### src/rtl/multicycle_control.sv
// Multi-cycle control FSM for the shared 32-bit datapath: sequences fetch/decode/execute,
// handshakes memory via req/ready, counts retired instructions and flags illegal opcodes.
module multicycle_control #(
    parameter int unsigned CNT_W = 32
) (
    input  logic             clk,
    input  logic             reset,
    input  logic [5:0]       opcode,
    input  logic             zero,
    input  logic             mem_ready,
    output logic             mem_req,
    output logic             mem_read,
    output logic             mem_write,
    output logic             iord,
    output logic             ir_write,
    output logic             pc_write,
    output logic             reg_write,
    output logic             reg_dst,
    output logic             mem_to_reg,
    output logic             alu_src_a,
    output logic [1:0]       alu_src_b,
    output logic [1:0]       alu_op,
    output logic [1:0]       pc_src,
    output logic             illegal_op,
    output logic [CNT_W-1:0] retired,
    output logic [3:0]       state_dbg
);

    localparam int unsigned STATE_W = 4;
    localparam int unsigned OP_W    = 6;
    localparam int unsigned SEL_W   = 2;

    typedef enum logic [STATE_W-1:0] {
        FETCH     = 4'd0,
        DECODE    = 4'd1,
        MEM_ADDR  = 4'd2,
        MEM_READ  = 4'd3,
        MEM_WB    = 4'd4,
        MEM_WRITE = 4'd5,
        R_EXEC    = 4'd6,
        R_WB      = 4'd7,
        BRANCH    = 4'd8,
        JUMP      = 4'd9,
        ADDI_EXEC = 4'd10,
        ADDI_WB   = 4'd11
    } state_t;

    localparam logic [OP_W-1:0] OP_RTYPE = 6'h00;
    localparam logic [OP_W-1:0] OP_LW    = 6'h23;
    localparam logic [OP_W-1:0] OP_SW    = 6'h2B;
    localparam logic [OP_W-1:0] OP_BEQ   = 6'h04;
    localparam logic [OP_W-1:0] OP_J     = 6'h02;
    localparam logic [OP_W-1:0] OP_ADDI  = 6'h08;

    localparam logic [SEL_W-1:0] SRC_B_REG  = 2'd0;
    localparam logic [SEL_W-1:0] SRC_B_FOUR = 2'd1;
    localparam logic [SEL_W-1:0] SRC_B_IMM  = 2'd2;
    localparam logic [SEL_W-1:0] ALU_ADD    = 2'd0;
    localparam logic [SEL_W-1:0] ALU_SUB    = 2'd1;
    localparam logic [SEL_W-1:0] ALU_FUNCT  = 2'd2;
    localparam logic [SEL_W-1:0] PC_ALU     = 2'd0;
    localparam logic [SEL_W-1:0] PC_ALUOUT  = 2'd1;
    localparam logic [SEL_W-1:0] PC_JUMP    = 2'd2;

    state_t state;
    state_t state_nx;
    logic   retire;
    logic   flag_illegal;

    // Next state, plus the retire and illegal-opcode events taken on the leaving edge
    always_comb begin
        state_nx     = state;
        retire       = 1'b0;
        flag_illegal = 1'b0;
        case (state)
            FETCH: begin
                if (mem_ready) state_nx = DECODE;
            end
            DECODE: begin
                case (opcode)
                    OP_RTYPE:     state_nx = R_EXEC;
                    OP_LW, OP_SW: state_nx = MEM_ADDR;
                    OP_BEQ:       state_nx = BRANCH;
                    OP_J:         state_nx = JUMP;
                    OP_ADDI:      state_nx = ADDI_EXEC;
                    default: begin
                        flag_illegal = 1'b1;
                        state_nx     = FETCH;
                    end
                endcase
            end
            MEM_ADDR:  state_nx = (opcode == OP_SW) ? MEM_WRITE : MEM_READ;
            MEM_READ: begin
                if (mem_ready) state_nx = MEM_WB;
            end
            MEM_WRITE: begin
                if (mem_ready) begin
                    retire   = 1'b1;
                    state_nx = FETCH;
                end
            end
            R_EXEC:    state_nx = R_WB;
            ADDI_EXEC: state_nx = ADDI_WB;
            MEM_WB, R_WB, BRANCH, JUMP, ADDI_WB: begin
                retire   = 1'b1;
                state_nx = FETCH;
            end
            default:   state_nx = FETCH;
        endcase
    end

    always_ff @(posedge clk or posedge reset) begin
        if (reset) begin
            state      <= FETCH;
            retired    <= '0;
            illegal_op <= 1'b0;
        end else begin
            state <= state_nx;
            if (retire)       retired    <= retired + CNT_W'(1);
            if (flag_illegal) illegal_op <= 1'b1;
        end
    end

    // Datapath controls decoded from the current state; forced low while reset is held
    always_comb begin
        mem_req    = 1'b0;
        mem_read   = 1'b0;
        mem_write  = 1'b0;
        iord       = 1'b0;
        ir_write   = 1'b0;
        pc_write   = 1'b0;
        reg_write  = 1'b0;
        reg_dst    = 1'b0;
        mem_to_reg = 1'b0;
        alu_src_a  = 1'b0;
        alu_src_b  = SRC_B_REG;
        alu_op     = ALU_ADD;
        pc_src     = PC_ALU;
        if (!reset) begin
            case (state)
                FETCH: begin
                    mem_req   = 1'b1;
                    mem_read  = 1'b1;
                    alu_src_b = SRC_B_FOUR;
                    ir_write  = mem_ready;
                    pc_write  = mem_ready;
                end
                DECODE: alu_src_b = SRC_B_IMM;
                MEM_ADDR: begin
                    alu_src_a = 1'b1;
                    alu_src_b = SRC_B_IMM;
                end
                MEM_READ: begin
                    mem_req  = 1'b1;
                    mem_read = 1'b1;
                    iord     = 1'b1;
                end
                MEM_WB: begin
                    reg_write  = 1'b1;
                    mem_to_reg = 1'b1;
                end
                MEM_WRITE: begin
                    mem_req   = 1'b1;
                    mem_write = 1'b1;
                    iord      = 1'b1;
                end
                R_EXEC: begin
                    alu_src_a = 1'b1;
                    alu_op    = ALU_FUNCT;
                end
                R_WB: begin
                    reg_write = 1'b1;
                    reg_dst   = 1'b1;
                end
                BRANCH: begin
                    alu_src_a = 1'b1;
                    alu_op    = ALU_SUB;
                    pc_src    = PC_ALUOUT;
                    pc_write  = zero;
                end
                JUMP: begin
                    pc_src   = PC_JUMP;
                    pc_write = 1'b1;
                end
                ADDI_EXEC: begin
                    alu_src_a = 1'b1;
                    alu_src_b = SRC_B_IMM;
                end
                ADDI_WB: reg_write = 1'b1;
                default: ;
            endcase
        end
    end

    assign state_dbg = state;

endmodule

### config.mk
export PLATFORM = sky130hd
export DESIGN_NAME = multicycle_control
export DESIGN_NICKNAME = d
export VERILOG_FILES = /design/src/rtl/multicycle_control.sv
export SDC_FILE = /design/constraint.sdc
export NUM_CORES = 1
export LEC_CHECK = 0
export BUFFER_PORTS_ARGS = -buffer_cell sky130_fd_sc_hd__buf_2
export CAP_MARGIN = 20
export CORE_ASPECT_RATIO = 1.75
export CORE_UTILIZATION = 25
export CTS_BUF_LIST = sky130_fd_sc_hd__clkbuf_2 sky130_fd_sc_hd__clkbuf_4 sky130_fd_sc_hd__clkbuf_8
export DETAILED_ROUTE_END_ITERATION = 10
export GPL_ROUTABILITY_DRIVEN = 0
export PLACE_DENSITY = 0.47
export SETUP_SLACK_MARGIN = 0.02
export SLEW_MARGIN = 20
export SYNTH_ARGS = -nofsm -noshare
export SYNTH_HDL_FRONTEND = slang
export SYNTH_SLANG_ARGS = --single-unit
### constraint.sdc
create_clock -name clk -period 2.1 [get_ports clk]
set_input_delay 0.63 -clock clk [delete_from_list [all_inputs] [get_ports clk]]
set_output_delay 0.63 -clock clk [all_outputs]
set_load 0.02 [all_outputs]
==> results of run 1 <==
## sequential cells by signal, indices dropped and copies added (netlist names)
signal,flops
retired,32
state_dbg,4
illegal_op,1
## worst max path at each step
stage                                   from                      end  slack [ps]  cells past startpoint
floorplan           state_dbg[0]$_DFFE_PP0P_                 pc_write         -80                      3
global placement                   mem_ready  retired[12]$_DFFE_PP0P_         -50                      7
detailed placement                 mem_ready  retired[12]$_DFFE_PP0P_         -80                      7
CTS                 state_dbg[0]$_DFFE_PP0P_                reg_write         -10                      5
global route        state_dbg[3]$_DFFE_PP0P_                 ir_write         -90                      4
finish              state_dbg[3]$_DFFE_PP0P_                reg_write         -20                      5
## per-stage QoR
| stage | std cells | setup TNS, ps |
|---|---|---|
| finish | 389 | -17.7 |
| global route | 389 | -442 |
| CTS | 383 | -32.4 |
| detailed placement | 364 | -663 |
| global placement | 364 | -297 |
| floorplan | 206 | -407 |
## area by class of cell
class	count	share of cell area (%)
Inverter	3	0.372
Timing Repair Buffer	95	21.7
Tap cell	90	3.72
Sequential cell	37	30.7
Multi-Input combinational cell	156	40.5
Clock buffer	8	3.02
## critical path, stage by stage, from the launching register on
cell     delay [ps]
dfrtp_2         450
buf_4           210
xor2_1          170
a31oi_1         160
nor2_1           60
buf_4           150
## power breakdown
group	switching, mW	total (mW)	internal [mW]
Clock	0.245	0.520	0.275
Combinational	0.800	1.51	0.712
Sequential	0.0910	0.876	0.785
## what timing repair did
action | in CTS | in global routing
hold endpoints to repair | 0 | 0
gates resized for setup | 24 | 39
setup endpoints to repair | 14 | 27
pin swaps | 4 | 11
buffers inserted | 11 | 6
## routing by layer
metal  part of all wire [%]  track usage, %  wire, um
met5                      0               0         0
met1                     40            15.1      2330
met2                     56            25.5      3250
met4                    1.4            5.13        84
met3                    3.1            2.23       182
## placed cells by master, fill, tap and decap left out, types with 4 or more instances in the layout
cell type	n
a21oi_1	4
and3_1	7
and4_1	5
buf_2	53
buf_4	27
buf_6	12
clkbuf_8	5
dfrtp_1	34
nand2_1	12
nand3_1	7
nand4_1	11
nor2_1	12
nor3_1	9
xnor2_1	26
xor2_1	6
## kinds of logic after synthesis
kind of cell / synth area share (%)
buffers and inverters: 3.55
adder cells (fa/ha/maj): 0.612
multiplexers: 1.53
AO/OA/AOI/OAI: 7.84
flip-flops: 45.3
XOR/XNOR: 14.9
AND/OR/NAND/NOR: 26.2
==> results.json, run 1 <==
{
  "dp_hpwl_mm": 4.07,
  "clk_pin_slew_ps": 70,
  "synth_commonest_cells": "dfrtp_1 (37), xnor2_1 (26), nor2_1 (15)",
  "htree_levels": 2,
  "ant_nets": 0,
  "cts_made_buffers": 5,
  "hold_path_class": "reg -> reg",
  "whs_ps": 474,
  "cts_tree": "yes",
  "stdcell_area_sq_um": 3030,
  "antenna_found_initial": 0,
  "status": "finished with violations",
  "synth_area_leader_cell": "dfrtp_1",
  "via_per_inst": 4.88,
  "cp_max_fo": 11,
  "cts_num_sinks": 37,
  "timing.final.ws_setup_ps": -17.7,
  "p_per_area_nw_per_um2": 960,
  "cts_hold_buf": 0,
  "final_util_pct": 38.3,
  "r2r-end": "retired[28]$_DFFE_PP0P_",
  "synth_area_sq_um": 2040,
  "dieWidth_um": 70.3,
  "vias": 1899,
  "ys_warn_count": 0,
  "synth_nets": 217,
  "synth_ff_type": "dfrtp_1",
  "timing.fmax_mhz": 472,
  "drive_gt1_share_pct": 45.2,
  "grt_max_degree": 38,
  "rows": 43,
  "drt_wl_total_mm": 5.84,
  "grtUsageTotal_pct": 13.6,
  "hold_path_startpoint": "illegal_op$_DFFE_PP0P_",
  "synth_most_common_cell": "dfrtp_1",
  "initial_core_util_pct": 25.8,
  "ios": 63,
  "ys_top_cells_by_area": "dfrtp_1 (45%), xnor2_1 (11%), nand4_1 (3.4%)",
  "power_mw": 2.91,
  "overflow": 0,
  "cts_root_buf": "clkbuf_8",
  "synth-seq-area-share_pct": 45.3,
  "fin_skew_ps": 3.33,
  "grt_pass1_vias": 1888,
  "wl_per_cell_um": 15.0,
  "worstRegToRegCells": 9,
  "setup_viol": 1,
  "n_antenna_cell": 0,
  "core_area_sq_um": 7910,
  "die_area_sq_um": 8550,
  "pre_cts_ws_ps": -81.0,
  "syn2layout_area_growth_pct": 48.3,
  "rr_startpoint": "state_dbg[3]$_DFFE_PP0P_",
  "clock_path_buffers": 2,
  "tightest_slew_ps": 473,
  "violations": "negative setup slack",
  "nets": 309,
  "io_buffers": 62,
  "fin_crit_sh_pct": 101,
  "multi_input_area_sq_um": 1230,
  "drtIter0Drc": 35,
  "cp-end-kind": "output port",
  "ys_ff_latch": 37,
  "dr.pass1.iters": 4,
  "async_flop_share_pct": 100,
  "regToRegSetupSlack_ps": 140,
  "finalHoldViolCount": 0,
  "p_leak_nw": 1.45,
  "ys_types": 42,
  "drv_cap": 0,
  "slew_viol_final": 0,
  "timing.final.crit_period_ps": 2120,
  "cp.required_ps": 1470,
  "fillCellCount": 826,
  "hold_path_depth": 1,
  "hold_end": "illegal_op$_DFFE_PP0P_",
  "synth-edff-count": 0,
  "cp.arrival_ps": 1490,
  "syn_area_per_cell_sq_um": 9.92,
  "place_area_sq_um": 2580,
  "slew_headroom_pct": 68.4,
  "clkLatencyLatePin_ps": 290,
  "peakVddDrop_uv": 704,
  "grt_pass1_wl_mm": 9.15,
  "synth_cells": 206,
  "netlist.area_leader.share_pct": 45.3,
  "die_h_um": 122,
  "drcViolationCount": 0,
  "seqCellArea_sq_um": 930,
  "rsz0062_at_grt": "yes",
  "start_kind": "register",
  "worstSetupPathType": "reg -> out"
}
(Power assumes the default switching activity.)
==> run 2: changes to the inputs <==
--- a/config.mk
+++ b/config.mk
@@ -8,6 +8,7 @@
 export BUFFER_PORTS_ARGS = -buffer_cell sky130_fd_sc_hd__buf_2
 export CAP_MARGIN = 20
 export CORE_ASPECT_RATIO = 1.75
+export CORE_MARGIN = 2
 export CORE_UTILIZATION = 25
 export CTS_BUF_LIST = sky130_fd_sc_hd__clkbuf_2 sky130_fd_sc_hd__clkbuf_4 sky130_fd_sc_hd__clkbuf_8
 export DETAILED_ROUTE_END_ITERATION = 10
==> results.json, run 2 (same netlist as run 1, synthesis figures left out) <==
{
  "status": "finished with violations",
  "violations": "negative setup slack",
  "overflow": 0,
  "timing.final.crit_period_ps": 2150,
  "drv_cap": 0,
  "p_leak_nw": 1.37,
  "antenna_found_initial": 0,
  "tightest_slew_ps": 490,
  "clk_pin_slew_ps": 80,
  "combPwrFrac_pct": 50.8,
  "internal-power_mw": 1.70,
  "p_sw_share_pct": 39.6,
  "fin_skew_ps": 6.71,
  "vias": 1836,
  "p_per_area_nw_per_um2": 973,
  "mostFrequentLayoutCells": "buf_2 (52), dfrtp_1 (35), buf_4 (29)",
  "drtIter0Drc": 31,
  "setup_tns_ps": -100,
  "hold_path_class": "reg -> reg",
  "final_util_pct": 36.5,
  "grt_pass1_vias": 1855,
  "dr_wl_met2_mm": 3.13,
  "largest_reg_flops": 32,
  "cts_made_buffers": 5,
  "clkLatencyLatePin_ps": 290,
  "p_clk_share_pct": 18.7,
  "rsz0062_at_grt": "yes",
  "io_buffers": 62,
  "worstSetupPathType": "reg -> out",
  "nets": 303,
  "ant_nets": 0,
  "place_area_sq_um": 2570,
  "fin_crit_sh_pct": 103,
  "top_layer_used": "met4",
  "rows": 43,
  "drt_wl_total_mm": 5.74,
  "dr.pass1.iters": 4,
  "ios": 63,
  "drive_gt1_share_pct": 42.0,
  "cp.arrival_ps": 1520,
  "wl_met1_mm": 2.23,
  "die_area_sq_um": 8940,
  "finalHoldViolCount": 0,
  "syn2layout_area_growth_pct": 41.4,
  "cts_root_buf": "clkbuf_8",
  "timing.final.ws_setup_ps": -53.0,
  "wl_per_cell_um": 15.0,
  "initial_core_util_pct": 25.8,
  "clock_path_buffers": 2,
  "dieWidth_um": 72.3,
  "die_h_um": 124,
  "pwr-share-seq_pct": 30.5,
  "grt_max_degree": 38,
  "grt_pass1_wl_mm": 9.20,
  "cp-end-kind": "output port",
  "via_per_inst": 4.79,
  "htree_levels": 2,
  "cts_num_sinks": 37,
  "core_area_sq_um": 7910,
  "grtUsageTotal_pct": 13.3,
  "dp_hpwl_mm": 4.16,
  "drcViolationCount": 0,
  "slew_headroom_pct": 67.3,
  "timing.fmax_mhz": 464,
  "stdcell_area_sq_um": 2890,
  "fillCellCount": 807,
  "wl_met3_um": 281,
  "n_antenna_cell": 0,
  "cp_max_fo": 7,
  "largest_register": "retired",
  "setup_viol": 5,
  "power_mw": 2.81,
  "slew_viol_final": 0,
  "switchingPower_mw": 1.11,
  "start_kind": "register",
  "final_common_cell": "buf_2",
  "cp.required_ps": 1470,
  "cts_tree": "yes",
  "peakVddDrop_uv": 669,
  "cts_hold_buf": 0
}
==> run 2: cell count changes in the layout (fill, tap and decap cells not counted), moves of 2 or more <==
cell and change:
nand3_1 +2, nand2_4 -2, nand3_2 -2, nor3_2 +2
nor2_2 +2, buf_6 -5, buf_4 +2, nor2_4 -2
==> run 2: routing by layer <==
| metal | GRT usage (%) | vias to the layer above |
|---|---|---|
| met5 | 0 | - |
| met4 | 4.60 | 0 |
| met3 | 2.99 | 8 |
| met2 | 24.6 | 52 |
| met1 | 14.5 | 873 |
| li1 | - | 903 |
==> run 2: power groups by stage <==
| stage | sequential (mW) | combinational (mW) | clock, mW |
|---|---|---|---|
| floorplan | 0.939 | 0.691 | 0 |
| global placement | 0.869 | 1.10 | 0 |
| detailed placement | 0.871 | 1.10 | 0 |
| CTS | 0.860 | 1.30 | 0.550 |
| global route | 0.868 | 1.55 | 0.590 |
| finish | 0.857 | 1.43 | 0.525 |
==> run 2: worst paths after layout <==
check / startpoint / to / slack [ps] / cells past startpoint
max: state_dbg[1]$_DFFE_PP0P_ / mem_read / -50 / 4
min: retired[31]$_DFFE_PP0P_ / retired[31]$_DFFE_PP0P_ / 470 / 1
max reg2reg: state_dbg[3]$_DFFE_PP0P_ / retired[12]$_DFFE_PP0P_ / 140 / 7
min reg2reg: retired[31]$_DFFE_PP0P_ / retired[31]$_DFFE_PP0P_ / 470 / 1
max in group asynchronous: reset / state_dbg[3]$_DFFE_PP0P_ / 1090 / 4
min in group asynchronous: reset / state_dbg[1]$_DFFE_PP0P_ / 640 / 4
==> run 2: repair_timing <==
item                       4_1_cts  5_1_grt
cloned                           0        1
gates resized for setup         20       19
pin swaps                        8        4
setup endpoints to repair       16       15
buffers inserted                 9        2
==> run 2: through the flow <==
stage / instances / hold slack [ps] / worst slack (ps)
4_1_cts: 380 / 478 / -46.0
3_3_place_gp: 363 / 458 / -29.9
6_report: 383 / 471 / -53.0
2_1_floorplan: 206 / 565 / -84.3
5_1_grt: 383 / 504 / -139
3_5_place_dp: 363 / 462 / -55.7
==> run 2: layout make-up <==
type	count	area, sq um	share of cell area, %
sequential	37	928	32.1
tap	90	113	3.90
clock buffer	8	91.3	3.16
inverter	3	11.3	0.390
timing repair buffer	89	577	20.0
multi-input combinational	156	1170	40.5
==> run 2: critical path: stages, from the launching register on <==
cell and delay, ps:
dfrtp_1 350, buf_4 190, nor2b_1 430, nor4_2 80, buf_4 170
==> run 3: changes to the inputs <==
--- a/config.mk
+++ b/config.mk
@@ -7,13 +7,16 @@
 export LEC_CHECK = 0
 export BUFFER_PORTS_ARGS = -buffer_cell sky130_fd_sc_hd__buf_2
 export CAP_MARGIN = 20
+export CELL_PAD_IN_SITES_DETAIL_PLACEMENT = 1
+export CELL_PAD_IN_SITES_GLOBAL_PLACEMENT = 1
 export CORE_ASPECT_RATIO = 1.75
 export CORE_MARGIN = 2
 export CORE_UTILIZATION = 25
 export CTS_BUF_LIST = sky130_fd_sc_hd__clkbuf_2 sky130_fd_sc_hd__clkbuf_4 sky130_fd_sc_hd__clkbuf_8
+export CTS_CLUSTER_SIZE = 25
 export DETAILED_ROUTE_END_ITERATION = 10
 export GPL_ROUTABILITY_DRIVEN = 0
-export PLACE_DENSITY = 0.47
+export PLACE_DENSITY = 0.58
 export SETUP_SLACK_MARGIN = 0.02
 export SLEW_MARGIN = 20
 export SYNTH_ARGS = -nofsm -noshare
==> results.json, run 3 (same netlist as run 1, synthesis figures left out) <==
{
  "status": "finished with violations",
  "violations": "negative setup slack",
  "start_kind": "register",
  "power_mw": 2.96,
  "grt_pass1_wl_mm": 9.67,
  "largest_register": "retired",
  "cts_tree": "yes",
  "fin_skew_ps": 7.51,
  "drive_gt1_share_pct": 44.3,
  "cp.required_ps": 1470,
  "drt_wl_total_mm": 5.91,
  "cp_max_fo": 7,
  "timing.fmax_mhz": 465,
  "p_leak_nw": 1.39,
  "final_common_cell": "buf_2",
  "n_antenna_cell": 0,
  "dp_hpwl_mm": 4.40,
  "fin_crit_sh_pct": 102,
  "io_buffers": 62,
  "finalHoldViolCount": 0,
  "rows": 43,
  "worstSetupPathType": "reg -> out",
  "cts_made_buffers": 5,
  "grt_max_degree": 38,
  "drtIter0Drc": 35,
  "largest_reg_flops": 32,
  "htree_levels": 2,
  "cp-end-kind": "output port",
  "die_area_sq_um": 8940,
  "peakVddDrop_uv": 602,
  "via_per_inst": 4.94,
  "cts_root_buf": "clkbuf_8",
  "cts_num_sinks": 37,
  "dr.pass1.iters": 3,
  "max_stage_delay_ps": 480,
  "core_area_sq_um": 7910,
  "syn2layout_area_growth_pct": 45.7,
  "initial_core_util_pct": 25.8,
  "overflow": 0,
  "worst_path_max_delay_cell": "dfrtp_2",
  "mostFrequentLayoutCells": "buf_2 (47), dfrtp_1 (34), xnor2_1 (26)",
  "cp.arrival_ps": 1520,
  "drcViolationCount": 0,
  "clock_path_buffers": 2,
  "rsz0062_at_grt": "yes",
  "antenna_found_initial": 0,
  "setup_viol": 4,
  "timing.final.crit_period_ps": 2150,
  "p_per_area_nw_per_um2": 993,
  "path_cells": "buf_6 -> nor4_2 -> a31oi_1 -> nor2_1 -> buf_4",
  "pre_cts_ws_ps": -94.7,
  "ant_nets": 0,
  "slew_viol_final": 0,
  "vias": 1881,
  "nets": 301,
  "clk_pin_slew_ps": 80,
  "ios": 63,
  "clkLatencyLatePin_ps": 300,
  "timing.final.ws_setup_ps": -48.3,
  "wl_per_cell_um": 15.5,
  "drv_cap": 0,
  "hold_path_class": "reg -> reg",
  "grt_pass1_vias": 1985,
  "cts_hold_buf": 0,
  "grtUsageTotal_pct": 13.9,
  "tightest_slew_ps": 470,
  "dieWidth_um": 72.3,
  "die_h_um": 124,
  "slew_headroom_pct": 68.7
}
-- run 3: path summary, 6_finish.rpt --
| check | startpoint | end | slack (ps) | cells after the start |
|---|---|---|---|---|
| setup / recovery | state_dbg[0]$_DFFE_PP0P_ | reg_write | -50 | 5 |
| min in group asynchronous | reset | state_dbg[1]$_DFFE_PP0P_ | 640 | 4 |
| hold reg to reg | illegal_op$_DFFE_PP0P_ | illegal_op$_DFFE_PP0P_ | 460 | 1 |
| hold / removal | illegal_op$_DFFE_PP0P_ | illegal_op$_DFFE_PP0P_ | 460 | 1 |
| max in group asynchronous | reset | state_dbg[0]$_DFFE_PP0P_ | 1120 | 4 |
| setup reg to reg | state_dbg[3]$_DFFE_PP0P_ | retired[15]$_DFFE_PP0P_ | 140 | 7 |
-- run 3: cell type report --
cell class              count  area, sq um
fillers                   907         4930
multi-input cells         156         1200
flip-flops and latches     37          930
repair buffers             87          612
well taps                  90          113
clock buffers               5         68.8
clock inverters             3         46.3
inverters                   3         11.3
-- run 3: where the power goes --
group | switching, mW | internal (mW)
clock network | 0.275 | 0.355
registers | 0.104 | 0.785
logic | 0.762 | 0.676
total | 1.14 | 1.82
-- run 3: worst max-delay path: cells and delay by family (launching register included) --
family,cells,cell delay (ps)
AOI/OAI and AO/OA,1,70
and+or+nand+nor,2,360
buffers and inverters,2,310
DFF,1,480
-- run 3: per-stage QoR --
step	setup TNS, ps	hold WS, ps	cells	instance area [sq um]	utilization (%)
finish	-112	459	381	2980	37.7
global route	-731	492	381	2980	37.7
CTS	-227	468	379	2790	35.3
detailed placement	-678	447	365	2580	32.7
global placement	-126	456	365	2580	32.7
floorplan	-407	565	206	2080	-
-- run 3: what timing repair did --
item	in CTS	in global routing
endpoints found under the setup margin	14	19
pin swaps	3	8
resized for setup	17	47
buffers inserted	6	2
-- run 3: routing by layer --
layer / GRT usage [%] / share of wire, % / vias to the layer above
li1: - / - / 899
met1: 14.5 / 36 / 935
met2: 26.9 / 59 / 42
met3: 2.27 / 3.2 / 5
met4: 5.42 / 1.7 / 0
met5: 0 / 0 / -
